$ cat src/rtl/spi_pkg.sv
// Shared types and constants for the SPI ROM reader: FSM states, SPI mode 3, default divider.
package spi_pkg;

  typedef enum logic [2:0] {
    StIdle,
    StSetup,
    StLow,
    StHigh,
    StHold,
    StFinish
  } state_e;

  localparam bit Cpol = 1'b1;
  localparam bit Cpha = 1'b1;

  localparam int unsigned ClkDivDefault = 2;

endpackage

$ cat src/rtl/spi_clkgen.sv
// Half-period timer: restarts from zero on load and flags the last cycle of a CLKDIV-long phase.
module spi_clkgen #(
  parameter int unsigned ClkDiv = 2
) (
  input  logic clk_i,
  input  logic rst_ni,
  input  logic load_i,
  output logic tick_o
);

  logic [7:0] cnt_q;

  assign tick_o = (cnt_q == 8'(ClkDiv - 1));

  // Saturates at the tick value so an idle state keeps reporting expiry.
  always_ff @(posedge clk_i) begin
    if (!rst_ni) begin
      cnt_q <= '0;
    end else if (load_i) begin
      cnt_q <= '0;
    end else if (!tick_o) begin
      cnt_q <= cnt_q + 8'd1;
    end
  end

endmodule

$ cat src/rtl/spi_rom_reader.sv
// SPI mode-3 ROM reader: clocks len bytes in MSB first and hands them out on a valid/ready port.
// Define SPI_READER_CMD_EN to add a cmd byte shifted out on mosi ahead of the data bytes.
module spi_rom_reader
  import spi_pkg::*;
#(
  parameter int unsigned CLKDIV = ClkDivDefault,
  parameter int unsigned LENW   = 8
) (
  input  logic            clk,
  input  logic            rst_n,
  input  logic            start,
  input  logic [LENW-1:0] len,
`ifdef SPI_READER_CMD_EN
  input  logic [7:0]      cmd,
`endif
  output logic            busy,
  output logic            done,
  output logic [7:0]      data,
  output logic            valid,
  input  logic            ready,
  output logic            ss,
  output logic            sclk,
  output logic            mosi,
  input  logic            miso
);

  // With CPHA=1 the sampling edge is the trailing one, i.e. the edge that leaves LOW.
  localparam state_e SampleFrom = Cpha ? StLow : StHigh;

  state_e state_q, state_d;
  logic            busy_q, done_q, valid_q, ss_q, sclk_q;
  logic [7:0]      data_q, shift_q;
  logic [2:0]      bit_q;
  logic [LENW-1:0] count_q;
  logic            tick, load, accept, sample_en, hold_entry, hs;
  logic            cmd_phase_q;

  spi_clkgen #(
    .ClkDiv (CLKDIV)
  ) u_clkgen (
    .clk_i  (clk),
    .rst_ni (rst_n),
    .load_i (load),
    .tick_o (tick)
  );

  assign accept = (state_q == StIdle) && start && (len != '0);
  assign hs     = valid_q && ready;

  always_comb begin
    state_d = state_q;
    unique case (state_q)
      StIdle:   if (accept) state_d = StSetup;
      StSetup:  if (tick) state_d = StLow;
      StLow:    if (tick) state_d = StHigh;
      // bit_q wraps to zero once the eighth bit has been sampled.
      StHigh:   if (tick) state_d = (bit_q == 3'd0 && !cmd_phase_q) ? StHold : StLow;
      StHold:   if (hs) state_d = (count_q != '0) ? StLow : StFinish;
      StFinish: if (tick) state_d = StIdle;
      default:  state_d = StIdle;
    endcase
  end

  assign load       = (state_d != state_q);
  assign sample_en  = (state_q == SampleFrom) && load;
  assign hold_entry = (state_q == StHigh) && (state_d == StHold);

  always_ff @(posedge clk) begin
    if (!rst_n) begin
      state_q <= StIdle;
      busy_q  <= 1'b0;
      done_q  <= 1'b0;
      valid_q <= 1'b0;
      data_q  <= '0;
      ss_q    <= 1'b1;
      sclk_q  <= Cpol;
      shift_q <= '0;
      bit_q   <= '0;
      count_q <= '0;
    end else begin
      state_q <= state_d;
      busy_q  <= (state_d != StIdle);
      ss_q    <= !(state_d inside {StSetup, StLow, StHigh, StHold});
      sclk_q  <= (state_d == StLow) ? ~Cpol : Cpol;
      done_q  <= ((state_q == StFinish) && tick) ||
                 ((state_q == StIdle) && start && (len == '0));
      if (accept) begin
        count_q <= len;
        bit_q   <= '0;
      end
      if (sample_en) begin
        shift_q <= {shift_q[6:0], miso};
        bit_q   <= bit_q + 3'd1;
      end
      if (hold_entry) begin
        data_q  <= shift_q;
        valid_q <= 1'b1;
        count_q <= count_q - LENW'(1);
      end else if ((state_q == StHold) && hs) begin
        valid_q <= 1'b0;
      end
    end
  end

`ifdef SPI_READER_CMD_EN
  logic [7:0] cmd_sh_q;
  logic       mosi_q;

  always_ff @(posedge clk) begin
    if (!rst_n) begin
      cmd_phase_q <= 1'b0;
      cmd_sh_q    <= '0;
      mosi_q      <= 1'b1;
    end else if (accept) begin
      cmd_phase_q <= 1'b1;
      cmd_sh_q    <= cmd;
    end else if (cmd_phase_q && (state_d == StLow) && load) begin
      // The falling edge after the eighth cmd bit ends the cmd phase.
      if ((state_q == StHigh) && (bit_q == 3'd0)) begin
        cmd_phase_q <= 1'b0;
        mosi_q      <= 1'b1;
      end else begin
        mosi_q   <= cmd_sh_q[7];
        cmd_sh_q <= {cmd_sh_q[6:0], 1'b0};
      end
    end
  end

  assign mosi = mosi_q;
`else
  assign cmd_phase_q = 1'b0;
  assign mosi        = 1'b1;
`endif

  assign busy  = busy_q;
  assign done  = done_q;
  assign data  = data_q;
  assign valid = valid_q;
  assign ss    = ss_q;
  assign sclk  = sclk_q;

endmodule
$ cat config.mk
export PLATFORM = sky130hd
export DESIGN_NAME = spi_rom_reader
export DESIGN_NICKNAME = d
export VERILOG_FILES = /design/src/rtl/spi_pkg.sv /design/src/rtl/spi_clkgen.sv /design/src/rtl/spi_rom_reader.sv
export SDC_FILE = /design/constraint.sdc
export NUM_CORES = 1
export LEC_CHECK = 0
export ABC_AREA = 1
export CORE_AREA = 5 5 72 74
export CTS_CLUSTER_DIAMETER = 150
export DETAILED_ROUTE_END_ITERATION = 10
export DIE_AREA = 0 0 77 79
export GPL_ROUTABILITY_DRIVEN = 1
export PLACE_DENSITY = 0.73
export SLEW_MARGIN = 20
export SYNTH_ARGS = -nofsm -noshare
export SYNTH_HDL_FRONTEND = slang
export SYNTH_HIERARCHICAL = 1
export SYNTH_SLANG_ARGS = --single-unit
$ cat constraint.sdc
create_clock -name clk -period 2.34 [get_ports clk]
set_input_delay 0.468 -clock clk [delete_from_list [all_inputs] [get_ports clk]]
set_output_delay 0.468 -clock clk [all_outputs]
set_load 0.01 [all_outputs]
==> metrics <==
outcome=complete, no violations; Die Width=between 70 and 80 um; CTS root buf=clkbuf_8; VDD IR max=between 300 and 400 uV; vias in the first global route=between 1500 and 2000; Synth Area in Compound Gates=about a tenth; Internal Power=~1.3 mW; # IOs=27; htree depth=2; final WL=between 4000 and 5000 um; Post-Synth Simple-Gate Area=around a third; Synth top area share=between 40% and 50%; Mapped Cells=roughly 300; share of power burned in registers=roughly 44%; largest net degree at the start of global routing=17; TritonRoute pass-1 iters=4; CTS Buf Count=5; area grow syn2layout=20.9%; mux cell area share after synthesis=0%; combinational family with the most area after synthesis=simple AND/OR/NAND/NOR gates; Die ar.=6080 sq um; cell row count=25; Die Ht=between 70 and 80 um; initial core utilization=47.1%; Distinct cells, synth=34; xor and xnor fraction of the mapped netlist area=~2.1%; overall power=1.87 mW; top-count cell post-synth=nand2_1; final count of negative-setup-slack endpoints=0; core area=approximately 4500 sq um; worst skew pair latency=slightly below 300 ps; post-route cell area=~2600 sq um; register area share after synthesis=40.3%; max_cap viols=0; Layout Nets=between 300 and 400; cell type with the largest total area after synthesis=dfxtp_1; initial antenna violation count=0; clk sinks=43; switching power=0.556 mW; setup TNS=0 ps; worst-case clock skew=9.72 ps; Combinational Power Share=~25%; global-route wire length before repair=approximately 7300 um; Port Buffer Count=25; routability cong.=~0.86; synth warn=6; Hold Path Class=flip-flop to flip-flop; CTS tree=built; Pwr Density=between 700 and 800 nW/um^2; maximum clock rate=0.483 GHz; share of post-route cells with drive strength above 1=between 10% and 20%; vias after detailed routing=around 1900; Placed Area=between 2000 and 2500 sq um; Max Transition Viols Final=0; GRT Total Usage=between 10% and 20%; CP required=around 2600 ps; period utilization=between 80% and 90%; Antenna Cells=0; CP Capture Type=flip-flop; cells taking the most area after synthesis=dfxtp_1, nand2_1, nor2_1, inv_1, o21ai_0; leak pwr=about 1.1 nW; EDFF count, synth=0; hpwl dp=about 3200 um; Vias/cell=~4.9; CP Launch Type=flip-flop; Hold Violations, Final=0; Reg clk slew, reported paths=80 ps; RSZ-0062 raised after global routing=no; post-synthesis adder-cell area fraction=approximately 3.5%; routed len/inst=11.2 um; Post-synth ARST share=0%; CP Class=flip-flop to flip-flop; syn nets=320; Final min period=around 2100 ps; Post-synth top cells=nand2_1, nor2_1, dfxtp_1; Worst Path Max Fanout=6; drt initial violations=71; total grt overflow=0; Mean Syn Cell Area=7.10 sq um; sw frac=approximately 30%; synthesis-stage register bit count=43; final core occ=around 57%; Post-Syn Area=approximately 2100 sq um; clock buffer depth=2; Most used DFF post-synth=dfxtp_1; # DRC=0; Worst EP arrival=approximately 2300 ps; antenna violation net count after detailed routing=0; Clk pwr share=between 30% and 40%
final cells by class:
cell class              instances  area (sq um)
fillers                       417          1950
flip-flops and latches         43           861
clock inverters                 2          35.0
well taps                      54          67.6
clock buffers                   6          82.6
repair buffers                 33           310
inverters                      33           133
multi-input cells             217          1090
registers in the layout, indices dropped and copies added, names as in the netlist:
register        cells
bit_q               3
busy                1
count_q             8
data                8
done                1
sclk                1
shift_q             8
ss                  1
state_q             3
u_clkgen/cnt_q      8
valid               1
final timing paths:
check / startpoint / end / slack, ps / cells past startpoint
worst max-delay path: u_clkgen/cnt_q[1]$_SDFFE_PP0P_ / u_clkgen/cnt_q[2]$_SDFFE_PP0P_ / 270 / 16
worst max register to register: u_clkgen/cnt_q[1]$_SDFFE_PP0P_ / u_clkgen/cnt_q[2]$_SDFFE_PP0P_ / 270 / 16
worst min register to register: u_clkgen/cnt_q[6]$_SDFFE_PP0P_ / u_clkgen/cnt_q[6]$_SDFFE_PP0P_ / 490 / 2
worst min-delay path: u_clkgen/cnt_q[6]$_SDFFE_PP0P_ / u_clkgen/cnt_q[6]$_SDFFE_PP0P_ / 490 / 2
placed cells by master, fill, tap and decap left out, types with 2 or more instances in the layout:
| master | synthesis | routed |
|---|---|---|
| inv_2 | 5 | 5 |
| nand2_2 | 3 | 4 |
| nor2_2 | 7 | 9 |
| dfxtp_1 | 43 | 43 |
| a211oi_1 | 2 | 2 |
| ha_1 | 6 | 6 |
| o21ai_0 | 19 | 19 |
| nand2_1 | 69 | 68 |
| buf_4 | 2 | 8 |
| nor2_1 | 55 | 53 |
| xnor2_1 | 3 | 3 |
| xor2_1 | 2 | 2 |
| clkinv_2 | 1 | 2 |
| clkbuf_8 | 0 | 6 |
| inv_1 | 26 | 25 |
| nand4_1 | 4 | 4 |
| nand3_2 | 3 | 3 |
| a21oi_2 | 2 | 3 |
| a21oi_1 | 9 | 8 |
| a31oi_1 | 6 | 6 |
| clkdlybuf4s50_1 | 0 | 25 |
| nor3_1 | 3 | 3 |
| nand3_1 | 16 | 16 |
cells by family after synthesis:
family,count (synthesis)
AOI/OAI and AO/OA,39
xor gates and xnor gates,5
adders and majority gates,6
buffers and inverters,41
DFF,43
other,1
and+or+nand+nor,166
power by group through the flow:
stage	registers (mW)	clock network (mW)	logic, mW
floorplan	0.844	0	0.297
global placement	0.837	0	0.431
detailed placement	0.837	0	0.434
CTS	0.821	0.607	0.437
global route	0.828	0.643	0.530
finish	0.821	0.590	0.463
per-layer routing:
metal | up-vias | wire (um) | GRT usage (%)
met1 | 832 | 1990 | 16.4
met2 | 28 | 2110 | 25.5
met3 | 10 | 149 | 4.54
li1 | 1017 | - | -
met5 | - | 0 | 0
met4 | 0 | 90 | 7.04
per-stage QoR:
stage	setup slack [ps]	std cells	hold slack, ps
floorplan	311	301	448
global placement	136	379	462
detailed placement	116	379	471
CTS	77.8	387	487
global route	7.57	388	510
finish	269	388	486
repair_timing:
item,in CTS,in global routing
endpoints found under the setup margin,0,8
buffers inserted,0,1
hold buffers,0,0
resized for setup,0,6
worst max-delay path: stages (launching register included):
cell and delay [ps]:
dfxtp_1 350, inv_1 100, ha_1 140, nand2_1 50
nor2_1 120, nand2_2 110, inv_4 100, nand2_1 70
nor2_2 110, nand2_1 80, a21oi_2 170, nand2_2 90
nand2_1 70, nand3_1 90, nor2_2 110, inv_2 90
nor3_2 160
Note: power is estimated with default switching activity, not from simulation.
